File: src/rtl/spi_slave_tx_64.sv
// SPI mode-0 slave transmitter: single-entry holding register, IRQ level,
// MSB-first shift-out on MISO with all SPI pins oversampled on i_Clk.
module spi_slave_tx_64 #(
    parameter int unsigned           WORD_BITS   = 64,
    parameter logic [WORD_BITS-1:0]  IDLE_WORD   = '0,
    parameter int unsigned           SYNC_STAGES = 2
) (
    input  logic                 i_Clk,
    input  logic                 i_Rst_L,
    input  logic                 i_TX_DV,
    input  logic [WORD_BITS-1:0] i_TX_64Bit,
    output logic                 o_TX_Ready,
    output logic                 o_TX_Done,
    output logic                 o_TX_Abort,
    output logic                 o_IRQ,
    input  logic                 i_SPI_Clk,
    input  logic                 i_SPI_CS_n,
    output logic                 o_SPI_MISO,
    output logic                 o_SPI_MISO_En
);

    localparam int unsigned CNT_W = $clog2(WORD_BITS) + 1;

    localparam logic [0:0] ST_IDLE  = 1'b0;
    localparam logic [0:0] ST_SHIFT = 1'b1;

    logic [SYNC_STAGES-1:0] sck_sync_q, sck_sync_d;
    logic [SYNC_STAGES-1:0] cs_sync_q,  cs_sync_d;
    logic                   sck_prev_q, cs_prev_q;

    logic [0:0]           state_q,    state_d;
    logic [WORD_BITS-1:0] hold_q,     hold_d;
    logic                 hv_q,       hv_d;
    logic                 active_q,   active_d;
    logic [WORD_BITS-1:0] shift_q,    shift_d;
    logic [CNT_W-1:0]     cnt_q,      cnt_d;
    logic                 ready_q,    ready_d;
    logic                 done_q,     done_d;
    logic                 abort_q,    abort_d;
    logic                 irq_q,      irq_d;
    logic                 miso_q,     miso_d;
    logic                 miso_en_q,  miso_en_d;

    logic sck_s, cs_s;
    logic sck_rise, sck_fall, cs_rise, cs_fall;

    // Synchronizer shift: new pin value enters at bit 0, synced level leaves at the MSB
    always_comb begin
        sck_sync_d = (sck_sync_q << 1) | SYNC_STAGES'(i_SPI_Clk);
        cs_sync_d  = (cs_sync_q  << 1) | SYNC_STAGES'(i_SPI_CS_n);
        sck_s      = sck_sync_q[SYNC_STAGES-1];
        cs_s       = cs_sync_q[SYNC_STAGES-1];
        sck_rise   = sck_s & ~sck_prev_q;
        sck_fall   = ~sck_s & sck_prev_q;
        cs_rise    = cs_s & ~cs_prev_q;
        cs_fall    = ~cs_s & cs_prev_q;
    end

    // Synchronizer, edge-detect and datapath registers
    always_ff @(posedge i_Clk or negedge i_Rst_L) begin
        if (!i_Rst_L) begin
            sck_sync_q <= '0;
            cs_sync_q  <= '1;
            sck_prev_q <= 1'b0;
            cs_prev_q  <= 1'b1;
            state_q    <= ST_IDLE;
            hold_q     <= '0;
            hv_q       <= 1'b0;
            active_q   <= 1'b0;
            shift_q    <= '0;
            cnt_q      <= '0;
            ready_q    <= 1'b1;
            done_q     <= 1'b0;
            abort_q    <= 1'b0;
            irq_q      <= 1'b0;
            miso_q     <= 1'b0;
            miso_en_q  <= 1'b0;
        end else begin
            sck_sync_q <= sck_sync_d;
            cs_sync_q  <= cs_sync_d;
            sck_prev_q <= sck_s;
            cs_prev_q  <= cs_s;
            state_q    <= state_d;
            hold_q     <= hold_d;
            hv_q       <= hv_d;
            active_q   <= active_d;
            shift_q    <= shift_d;
            cnt_q      <= cnt_d;
            ready_q    <= ready_d;
            done_q     <= done_d;
            abort_q    <= abort_d;
            irq_q      <= irq_d;
            miso_q     <= miso_d;
            miso_en_q  <= miso_en_d;
        end
    end

    // Next-state: holding-register write, IDLE preload, SHIFT bit counting and shifting
    always_comb begin
        state_d  = state_q;
        hold_d   = hold_q;
        hv_d     = hv_q;
        active_d = active_q;
        shift_d  = shift_q;
        cnt_d    = cnt_q;
        done_d   = 1'b0;
        abort_d  = 1'b0;

        if (i_TX_DV && ready_q) begin
            hold_d = i_TX_64Bit;
            hv_d   = 1'b1;
        end

        case (state_q)
            ST_IDLE: begin
                cnt_d   = '0;
                shift_d = hv_q ? hold_q : IDLE_WORD;
                if (cs_fall) begin
                    active_d = hv_q;
                    state_d  = ST_SHIFT;
                end
            end
            ST_SHIFT: begin
                if (cs_rise) begin
                    // CS_n rise takes priority over any SCK edge in the same cycle
                    if (active_q && (cnt_q != '0) && (cnt_q < CNT_W'(WORD_BITS))) begin
                        abort_d = 1'b1;
                    end
                    active_d = 1'b0;
                    cnt_d    = '0;
                    state_d  = ST_IDLE;
                end else begin
                    if (sck_rise && (cnt_q != CNT_W'(WORD_BITS))) begin
                        cnt_d = cnt_q + CNT_W'(1);
                        if ((cnt_q == CNT_W'(WORD_BITS - 1)) && active_q) begin
                            done_d   = 1'b1;
                            hv_d     = 1'b0;
                            active_d = 1'b0;
                        end
                    end
                    if (sck_fall) begin
                        shift_d = {shift_q[WORD_BITS-2:0], 1'b0};
                    end
                end
            end
            default: state_d = ST_IDLE;
        endcase

        // Ready stays low through the Done cycle so a coincident write is refused
        ready_d   = ~hv_d & ~done_d;
        irq_d     = hv_d;
        miso_d    = shift_d[WORD_BITS-1];
        miso_en_d = (state_d == ST_SHIFT);
    end

    assign o_TX_Ready    = ready_q;
    assign o_TX_Done     = done_q;
    assign o_TX_Abort    = abort_q;
    assign o_IRQ         = irq_q;
    assign o_SPI_MISO    = miso_q;
    assign o_SPI_MISO_En = miso_en_q;

endmodule

File: config.mk
export PLATFORM = sky130hd
export DESIGN_NAME = spi_slave_tx_64
export DESIGN_NICKNAME = d
export VERILOG_FILES = /design/src/rtl/spi_slave_tx_64.sv
export SDC_FILE = /design/constraint.sdc
export NUM_CORES = 1
export LEC_CHECK = 0
export CAP_MARGIN = 10
export CORE_UTILIZATION = 45
export CTS_BUF_LIST = sky130_fd_sc_hd__clkbuf_2 sky130_fd_sc_hd__clkbuf_4 sky130_fd_sc_hd__clkbuf_8
export DETAILED_ROUTE_END_ITERATION = 12
export GPL_TIMING_DRIVEN = 0
export HOLD_SLACK_MARGIN = 0.08
export PLACE_DENSITY_LB_ADDON = 0.15
export RECOVER_POWER = 50
export SLEW_MARGIN = 20
export SYNTH_ARGS = -nofsm -noshare
export SYNTH_HDL_FRONTEND = slang
export SYNTH_SLANG_ARGS = --single-unit
File: constraint.sdc
create_clock -name i_Clk -period 1.9 [get_ports i_Clk]
set_clock_uncertainty 0.05 [all_clocks]
set_input_delay 0.19 -clock i_Clk [delete_from_list [all_inputs] [get_ports i_Clk]]
set_output_delay 0.19 -clock i_Clk [all_outputs]
set_load 0.01 [all_outputs]
After elaboration in Yosys (flattened, before gate mapping)
Index checks and enable logic that the tools add are counted.

storage, ports and cells
  register bits after elaboration = 147
  bits of input ports = 69
  output and inout port bits = 6
  word-level logic and storage cells = 72

cells by class
  $add $sub $neg = 1
  magnitude comparators = 1
  equal/unequal tests = 7
  muxes and demuxes = 27
  bitwise operators = 14
  reduce and logical (&&, ||, !) cells = 8

operators by type and width
  operator                                                                  count
  64-bit two-way mux                                                        3
  64-bit case mux with 2 select lines                                       1
  1-bit two-way mux                                                         18
  7-bit two-way mux                                                         2
  7-bit case mux with 2 select lines                                        1
  7-bit by 1-bit adder with 7-bit output (second input constant)            1
  7-bit by 6-bit == test with 1-bit output (second input constant)          1
  7-bit < comparator (second input constant)                                1
  7-bit inequality test (second input constant)                             1
  1-bit inverter                                                            7
  7-bit nonzero test                                                        1
  3-bit by 1-bit inequality test with 1-bit output (second input constant)  2
  1-bit AND                                                                 5
  1-bit logical AND                                                         5
  2-bit inequality test (second input constant)                             2
  2-bit by 1-bit OR with 2-bit output                                       2
  1-bit case mux with 2 select lines                                        2
  3-bit AND reduction                                                       1
  2-bit by 1-bit inequality test with 1-bit output (second input constant)  1
  2-bit AND reduction                                                       1

Depth between registers and ports, before layout
Gate-level depths: netlist of run 1.

  depth in word-level cells = 8
  gate-level depth with buffers = 5
  gate-level depth less buffers = 4

Worst setup path before layout of run 1
No wires, ideal clock.

  path kind = flip-flop to flip-flop
  start = reg cs_prev_q
  end = reg shift_q[10]
  library setup time = 0.125 ns
  arrival = 1.519 ns
  required time = 1.725 ns
  slack = 0.206 ns
  stages on the path, launching flop included = 5
  path buffers = 1
  clock period less this slack = 1.694 ns
  path through = dfstp_2 -> and2b_1 -> o21ai_4 -> buf_4 -> mux2_2

between the ends
  cells in the longest elaborated chain, start to end = 4

RTL lines
  element                          line  text
  start: declaration               29    logic sck_prev_q, cs_prev_q;
  start signal: assignment         82    cs_prev_q <= cs_s;
  1-bit inverter                   55    cs_rise = cs_s & ~cs_prev_q;
  1-bit AND                        55
  2-bit inequality test (no line)  n/a
  2-bit AND reduction (no line)    n/a
  end signal: assignment           87    shift_q <= shift_d;
  end: declaration                 35    logic [WORD_BITS-1:0] shift_q, shift_d;

No other way between the ends.
A chain may end at the register's enable or synchronous reset.

Worst setup path in the final report of run 1
  start = reg cs_prev_q
  end = reg shift_q[26]

Same word-level chain as after synthesis.

==> flow_summary.ini, run 1 <==
[run_status]
status = finished, final reports clean

[sta]
drv_slew = 0
fin_crit_sh_pct = 93.60
setup_viol = 0
relSlewSlack_pct = 39.27
worst_slew_pin_slew_ps = 911.0
hold_ws_ps = 156.5
hold_violations = 0
rsz0062_at_grt = false
max_freq_ghz = 0.5623
min_period_ps = 1778

[cells_and_area]
finalNonFillerCells = 714
ff_latch_area_um2 = 3684
finalInstanceArea_um2 = 7689
nFillCells = 1079
final_util_pct = 57.83
layout-drive-gt1-share_pct = 33.27
n_antenna_cell = 0
multi_input_area_um2 = 2331
layout.nets = 596
areaGrowthSynthToFinish_pct = 24.54

[worst_hold_path]
min_path_type = in -> async

[logic_synthesis]
synth_top_cell_by_area = dfrtp_1
synth.most_common_cell = dfrtp_1
ys_top_cells_by_count = 143 x dfrtp_1, 123 x mux2_2, 61 x a22o_1, 11 x clkbuf_1
synthTopCellsByArea = dfrtp_1 58%, mux2_2 22%, a22o_1 8.7%
synthAdderAreaFrac_pct = 0.4054
synthSimpleGateAreaFrac_pct = 3.141
post-synth-top-area-fraction_pct = 57.97
ys.flop_type = dfrtp_1
synth_edf_count = 0
yosys_warnings = 0
synth-seq-cells = 147
ys_seq_area_share_pct = 59.67
synth-compound-area-share_pct = 10.72
syn_nets = 498
syn_inst = 427
synthMuxAreaShare_pct = 23.49
synth_xor_area_share_pct = 0
syn_area_um2 = 6173
avgSynthCellArea_um2 = 14.46
async_reset_ff_share_pct = 100.0
yosysUniqueCellTypes = 35
synth_top_family_by_area = multiplexers

[drt]
antenna_left = 0
drt-pass1-iter-count = 4
vias = 3808
drcViolationCount = 0
drtIter0Drc = 209
routed_wl_um = 11560
wl_per_cell_um = 16.19
post_drt_via_cell_ratio = 5.333

[floorplanning]
start_util_pct = 46.43
io_pins = 75
die-area_um2 = 14190
die_w_um = 119.1
rows = 42
die_h_um = 119.1
core-area_um2 = 13300

[cts]
clkSlewWorstSetupHoldPaths_ps = 80
ctsRootBufferMaster = clkbuf_8
cts_buffers = 17
clk_latency_ps = 460
htree_levels = 4
clk_path_buf_depth = 2
cts_tree = yes
cts.sinks = 147

[place]
gp_congestion = 0.7623
port_buffers = 74
dpl.cell_count = 678
place_area_um2 = 7167
dp_hpwl_um = 7712

[setup_path]
worst_setup_path_end_kind = register
critical_path_arrival_ps = 2070
cp_data_required_time_ps = 2190
critPathLaunchType = register
criticalPathCategory = reg -> reg
critPathMaxFanout = 10

[power]
peakVddDrop_mv = 0.7403
pwr_density_cell_nw_per_um2 = 1327
p_leak_nw = 3.308

[grt]
grt_pass1_wl_um = 19510
grtUsageTotal_pct = 17.91
grt_max_degree = 104
antenna_found_initial = 0
gr-total-overflow = 0
grt_pass1_vias = 3981

[job]
max_cap_viol_count = 0
[report_power, final]
group / total [mW] / leakage (nW) / switching [mW] / internal [mW]
sequential: 5.00 / 1.78 / 0.663 / 4.34
combinational: 2.35 / 1.28 / 0.766 / 1.59
clock: 2.85 / 0.242 / 1.14 / 1.71
[path summary, 6_finish.rpt]
path                                startpoint            end  slack (ps)  cells after the start
worst max-delay path                 cs_prev_q    shift_q[26]         120                      5
worst min-delay path                   i_Rst_L     hold_q[17]         160                      2
worst max register to register       cs_prev_q    shift_q[26]         120                      5
worst min register to register   sck_sync_q[0]  sck_sync_q[1]         310                      0
max in group asynchronous              i_Rst_L    shift_q[26]         440                      3
min in group i_Clk              i_TX_64Bit[19]     hold_q[19]         280                      2
[registers in the layout (all words and copies together) (netlist names)]
| signal | count |
|---|---|
| o_SPI_MISO_En | 1 |
| active_q | 1 |
| cs_prev_q | 1 |
| sck_sync_q | 2 |
| sck_prev_q | 1 |
| o_TX_Ready | 1 |
| cs_sync_q | 2 |
| shift_q | 64 |
| o_TX_Abort | 1 |
| cnt_q | 7 |
| o_IRQ | 1 |
| hold_q | 64 |
| o_TX_Done | 1 |
[cell families (layout without fill, tap and decap cells)]
kind of cell	after synthesis	after routing
AO/OA/AOI/OAI	80	80
multiplexers	129	129
adder cells (fa/ha/maj)	2	2
flip-flops	147	147
buffers and inverters	33	144
AND/OR/NAND/NOR	36	36
[final cells by class]
cell class                      instances  share of cell area, %
Sequential cell                       147                  47.91
Multi-Input combinational cell        247                  30.32
Timing Repair Buffer                   79                  10.50
Clock buffer                           22                  3.857
Tap cell                              176                  2.864
Clock inverter                         10                  2.311
Buffer                                 28                  2.002
Inverter                                5                 0.2441
[through the flow]
step                total power [mW]  setup slack [ps]  setup TNS (ps)
floorplan                      6.688             206.0               0
global placement               7.296             -5189         -755340
detailed placement             7.422            -69.71           -2864
CTS                            10.34             26.50               0
global route                   10.80             15.01               0
finish                         10.20             121.7               0
[metal layers]
layer  track usage, %  share of wire, %
met4            8.386               1.9
met2            27.87                49
met3            4.885               3.7
met1            23.22                46
met5                0                 0
[timing repair]
| action | CTS | global route |
|---|---|---|
| gates cloned | 0 | 0 |
| hold buffers | 3 | 0 |
| setup endpoints to repair | 59 | 40 |
| buffers inserted | 1 | 0 |
| pin swaps | 1 | 0 |
| hold endpoints to repair | 145 | 0 |
| resized for setup | 0 | 7 |
[critical path, stage by stage, from the launching register on]
cell and delay (ps):
dfstp_2 530, and2b_1 220, o21ai_4 150, buf_12 150, buf_4 200, mux2_2 350
[placed cells by master (no fill, tap or decap), types with 2 or more instances in the layout]
cell type / count
clkbuf_1: 10
buf_4: 6
mux2_1: 4
nor2b_1: 2
nor4_1: 2
ha_1: 2
mux2_2: 123
nand2_1: 10
a21oi_1: 5
dlygate4sd3_1: 5
buf_2: 5
bufinv_16: 5
o21ai_0: 6
a22o_1: 61
mux2i_1: 2
inv_1: 5
clkinv_2: 4
clkdlybuf4s50_1: 71
dfrtp_1: 143
clkbuf_4: 6
nand3_1: 6
nand3b_1: 2
clkbuf_8: 21
nand2b_1: 4
nor2_1: 2
dfstp_2: 3
or3_1: 3
No activity file was read; power rests on OpenSTA's default activity.
==> run 2: changes to the inputs <==
--- a/config.mk
+++ b/config.mk
@@ -9,6 +9,7 @@
 export CORE_UTILIZATION = 45
 export CTS_BUF_LIST = sky130_fd_sc_hd__clkbuf_2 sky130_fd_sc_hd__clkbuf_4 sky130_fd_sc_hd__clkbuf_8
 export DETAILED_ROUTE_END_ITERATION = 12
+export DONT_BUFFER_PORTS = 1
 export GPL_TIMING_DRIVEN = 0
 export HOLD_SLACK_MARGIN = 0.08
 export PLACE_DENSITY_LB_ADDON = 0.15
==> flow_summary.ini, run 2 (synthesis results as in run 1) <==
[run_status]
status = finished, violations left
failed_checks = hold timing

[grt]
grt_pass1_wl_um = 19680
grtUsageTotal_pct = 18.11
busiest_layer = met2
grt_pass1_vias = 3922
use_met3_pct = 4.646
use_met2_pct = 28.34
use_met1_pct = 23.40
antenna_found_initial = 0
grt_max_degree = 148
gr-total-overflow = 0

[drt]
vias = 3742
drtIter0Drc = 207
wl_per_cell_um = 16.60
drcViolationCount = 0
routed_wl_um = 11680
antenna_left = 0
drt-pass1-iter-count = 4
post_drt_via_cell_ratio = 5.315

[cells_and_area]
top_regs = hold_q: 64 flops, shift_q: 64 flops, cnt_q: 7 flops
n_antenna_cell = 0
layout.cells.most_common = dfrtp_1
finalNonFillerCells = 704
final_cell_mix = 143 x dfrtp_1, 123 x mux2_2, 66 x dlygate4sd3_1, 61 x a22o_1, 21 x clkbuf_8
final_util_pct = 56.59
layout.nets = 586
areaGrowthSynthToFinish_pct = 21.87
layout-drive-gt1-share_pct = 34.85
nFillCells = 1103
finalInstanceArea_um2 = 7523

[floorplanning]
core-area_um2 = 13300
rows = 42
die_h_um = 119.1
die_w_um = 119.1
start_util_pct = 46.43
io_pins = 75
die-area_um2 = 14190

[setup_path]
r2r-end = shift_q[27]
criticalPathCategory = reg -> reg
reg2reg_slack_ps = 110
critPathMaxFanout = 10
r2r_start = o_IRQ
critical_path_arrival_ps = 2070
worst_setup_path_end_kind = register
critPathLaunchType = register
r2r_cells = 5
cp_data_required_time_ps = 2180

[power]
peakVddDrop_mv = 0.6761
power_mw = 9.748
p_leak_nw = 3.267
pwr_density_cell_nw_per_um2 = 1296

[cts]
clk_latency_ps = 450
ctsRootBufferMaster = clkbuf_8
clkSlewWorstSetupHoldPaths_ps = 80
cts_buffers = 17
cts_tree = yes
clk_path_buf_depth = 2
cts.sinks = 147
htree_levels = 4

[sta]
hold_violations = 147
relSlewSlack_pct = 67.48
fin_ws_ps = 110.9
min_period_ps = 1789
max_freq_ghz = 0.5590
fin_crit_sh_pct = 94.16
rsz0062_at_grt = false
setup_viol = 0
drv_slew = 0
hold_ws_ps = -619.8
worst_slew_pin_slew_ps = 483.4
setup_tns_ps = 0

[place]
place_area_um2 = 6394
port_buffers = 0
dpl.cell_count = 603
dp_worst_setup_slack_ps = -44.85
gp_congestion = 0.7563
dp_hpwl_um = 7450

[worst_hold_path]
min_path_type = in -> async

[job]
max_cap_viol_count = 0
[run 2: cell types whose count changed in the layout (fill, tap and decap cells not counted), sizes merged]
cell           delta
clkdlybuf4s50    -71
dlygate4sd3      +61
bufinv            -3
clkinv            +3
clkbuf            -2
buf               +1
inv               +1
[run 2: worst max-delay path, stage by stage (launching register included)]
cell      delay, ps
dfrtp_1         480
nor2b_1         170
buf_2           200
clkbuf_1        250
a22o_1          240
mux2_1          280
[run 2: area by class of cell]
cell class / count / area (um2) / area share (%)
buffer: 28 / 158.9 / 2.112
timing repair buffer: 69 / 695.7 / 9.247
inverter: 5 / 18.77 / 0.2495
clock buffer: 21 / 289.0 / 3.842
clock inverter: 11 / 126.4 / 1.680
sequential: 147 / 3684 / 48.96
multi-input combinational: 247 / 2331 / 30.98
tap: 176 / 220.2 / 2.927
[run 2: report_power, final]
group	internal [mW]	switching [mW]
Sequential	4.34	0.679
Combinational	1.53	0.699
Clock	1.31	1.19
[run 2: worst max path at each step]
| stage | from | end | slack, ps | cells after the start |
|---|---|---|---|---|
| global placement | cs_prev_q | shift_q[42] | -20 | 4 |
| floorplan | cs_prev_q | shift_q[10] | 210 | 4 |
| detailed placement | cs_prev_q | shift_q[13] | -40 | 4 |
| global route | o_IRQ | shift_q[39] | 7 | 5 |
| finish | o_IRQ | shift_q[27] | 110 | 5 |
| CTS | o_TX_Ready | hold_q[42] | -1 | 4 |
[run 2: repair_timing]
item,4_1_cts,5_1_grt
pin swaps,1,0
hold buffers,64,2
cloned,0,0
hold endpoints to repair,213,149
setup endpoints to repair,66,54
setup buffers,3,0
gates resized for setup,1,14
[run 2: per-layer routing]
layer	vias up	share of wire (%)	routed length, um
li1	1754	-	-
met1	1917	46	5344
met2	59	50	5795
met3	12	3.1	360
met4	0	1.6	182
met5	-	0	0
==> run 3: changes to the inputs <==
--- a/config.mk
+++ b/config.mk
@@ -12,7 +12,7 @@
 export DONT_BUFFER_PORTS = 1
 export GPL_TIMING_DRIVEN = 0
 export HOLD_SLACK_MARGIN = 0.08
-export PLACE_DENSITY_LB_ADDON = 0.15
+export PLACE_DENSITY_LB_ADDON = 0.2
 export RECOVER_POWER = 50
 export SLEW_MARGIN = 20
 export SYNTH_ARGS = -nofsm -noshare
==> flow_summary.ini, run 3 (synthesis results as in run 1) <==
[drt]
wl_per_cell_um = 17.03
vias = 3782
post_drt_via_cell_ratio = 5.380
drcViolationCount = 0
antenna_left = 0
drtIter0Drc = 126
drt-pass1-iter-count = 4
routed_wl_um = 11970

[floorplanning]
die_h_um = 119.1
rows = 42
die-area_um2 = 14190
core-area_um2 = 13300
io_pins = 75
die_w_um = 119.1
start_util_pct = 46.43

[setup_path]
worst_setup_path_end_kind = register
r2r_start = o_TX_Ready
critPathMaxFanout = 10
criticalPathCategory = reg -> reg
cp_data_required_time_ps = 2180
critPathLaunch = o_TX_Ready
critical_path_arrival_ps = 2160
critPathLaunchType = register

[cts]
clk_latency_ps = 450
cts_buffers = 17
ctsRootBufferMaster = clkbuf_8
htree_levels = 4
cts_tree = yes
clk_path_buf_depth = 2
cts.sinks = 147
clkSlewWorstSetupHoldPaths_ps = 80

[place]
dp_hpwl_um = 7528
dp_worst_setup_slack_ps = -45.60
gp_congestion = 0.7803
port_buffers = 0
dpl.cell_count = 603

[cells_and_area]
n_antenna_cell = 0
layout-drive-gt1-share_pct = 34.91
layout.nets = 585
nFillCells = 1115
layout.cells.most_common = dfrtp_1
top_regs = hold_q: 64 flops, shift_q: 64 flops, cnt_q: 7 flops
final_util_pct = 56.75
final_cell_mix = 143 x dfrtp_1, 123 x mux2_2, 66 x dlygate4sd3_1, 61 x a22o_1, 18 x clkbuf_8
ff_latch_area_um2 = 3684
multi_input_area_um2 = 2337
finalNonFillerCells = 703
areaGrowthSynthToFinish_pct = 22.21

[sta]
hold_ws_ps = -615.8
drv_slew = 0
max_freq_ghz = 0.5328
setup_viol = 0
worst_slew_pin_slew_ps = 661.6
setup_tns_ps = 0
min_period_ps = 1877
relSlewSlack_pct = 55.89
fin_crit_sh_pct = 98.79
rsz0062_at_grt = true
fin_ws_ps = 23.02
hold_violations = 147

[grt]
gr-total-overflow = 0
grt_max_degree = 148
grt_pass1_vias = 4080
antenna_found_initial = 0
grtUsageTotal_pct = 18.74
grt_pass1_wl_um = 20460

[power]
netSwitchingFraction_pct = 25.71
comb_power_share_pct = 22.6
p_clk_share_pct = 26.7
power_mw = 9.890
p_leak_nw = 3.260
peakVddDrop_mv = 0.8397
switchingPower_mw = 2.543
power.internal_mw = 7.347
pwr_density_cell_nw_per_um2 = 1311
seqPwrFrac_pct = 50.7

[run_status]
failed_checks = hold timing
status = finished, violations left

[worst_hold_path]
min_path_type = in -> async

[job]
max_cap_viol_count = 0
[run 3: cell count changes in the layout (fill, tap and decap cells not counted), sizes merged]
cell / delta
clkinv: -3
clkinvlp: +3
clkbuf: -3
bufinv: +2
[run 3: repair_timing]
| action | CTS | global route |
|---|---|---|
| hold endpoints to repair | 213 | 148 |
| resized for setup | 0 | 18 |
| setup endpoints to repair | 94 | 89 |
| cloned | 0 | 0 |
| hold buffers | 65 | 1 |
| pin swaps | 1 | 0 |
| setup buffers | 2 | 0 |
[run 3: layout make-up]
class / count / share of cell area, %
inverter: 5 / 0.2488
clock buffer: 19 / 3.383
clock inverter: 13 / 2.421
multi-input combinational: 247 / 30.98
buffer: 28 / 2.106
tap: 176 / 2.919
timing repair buffer: 68 / 9.121
sequential: 147 / 48.82
[run 3: final timing paths]
kind	endpoint	slack [ps]	cells past startpoint
setup / recovery	hold_q[60]	20	3
hold / removal	hold_q[5]	-620	0
setup reg to reg	hold_q[60]	20	3
hold reg to reg	sck_sync_q[1]	300	0
max in group asynchronous	cs_sync_q[1]	2120	0
min in group i_Clk	cs_sync_q[0]	240	1
[run 3: critical path, cell delays in order, from the launching register on]
cell and delay (ps):
dfstp_2 570, and2_1 190, buf_1 530, mux2_2 420
[run 3: per-stage QoR]
| stage | hold slack (ps) | instance area (um2) |
|---|---|---|
| finish | -615.8 | 7545 |
| global route | -659.3 | 7545 |
| CTS | -653.1 | 7510 |
| detailed placement | -151.2 | 6394 |
| global placement | -150.5 | 6394 |
| floorplan | -155.6 | 6173 |
[run 3: routing by layer]
layer,part of all wire [%],track usage [%],routed length [um]
met1,45,23.35,5395
met2,50,30.74,5928
met3,4.2,5.795,505
met4,1.2,6.566,146
met5,0,0,0
[run 3: power by group through the flow]
stage	Sequential, mW	Combinational [mW]	Clock [mW]
after floorplan	4.84	1.85	0
after global placement	5.03	2.03	0
after detailed placement	5.08	2.12	0
after CTS	5.02	2.26	2.74
after global routing	5.18	2.47	2.86
final	5.01	2.24	2.64
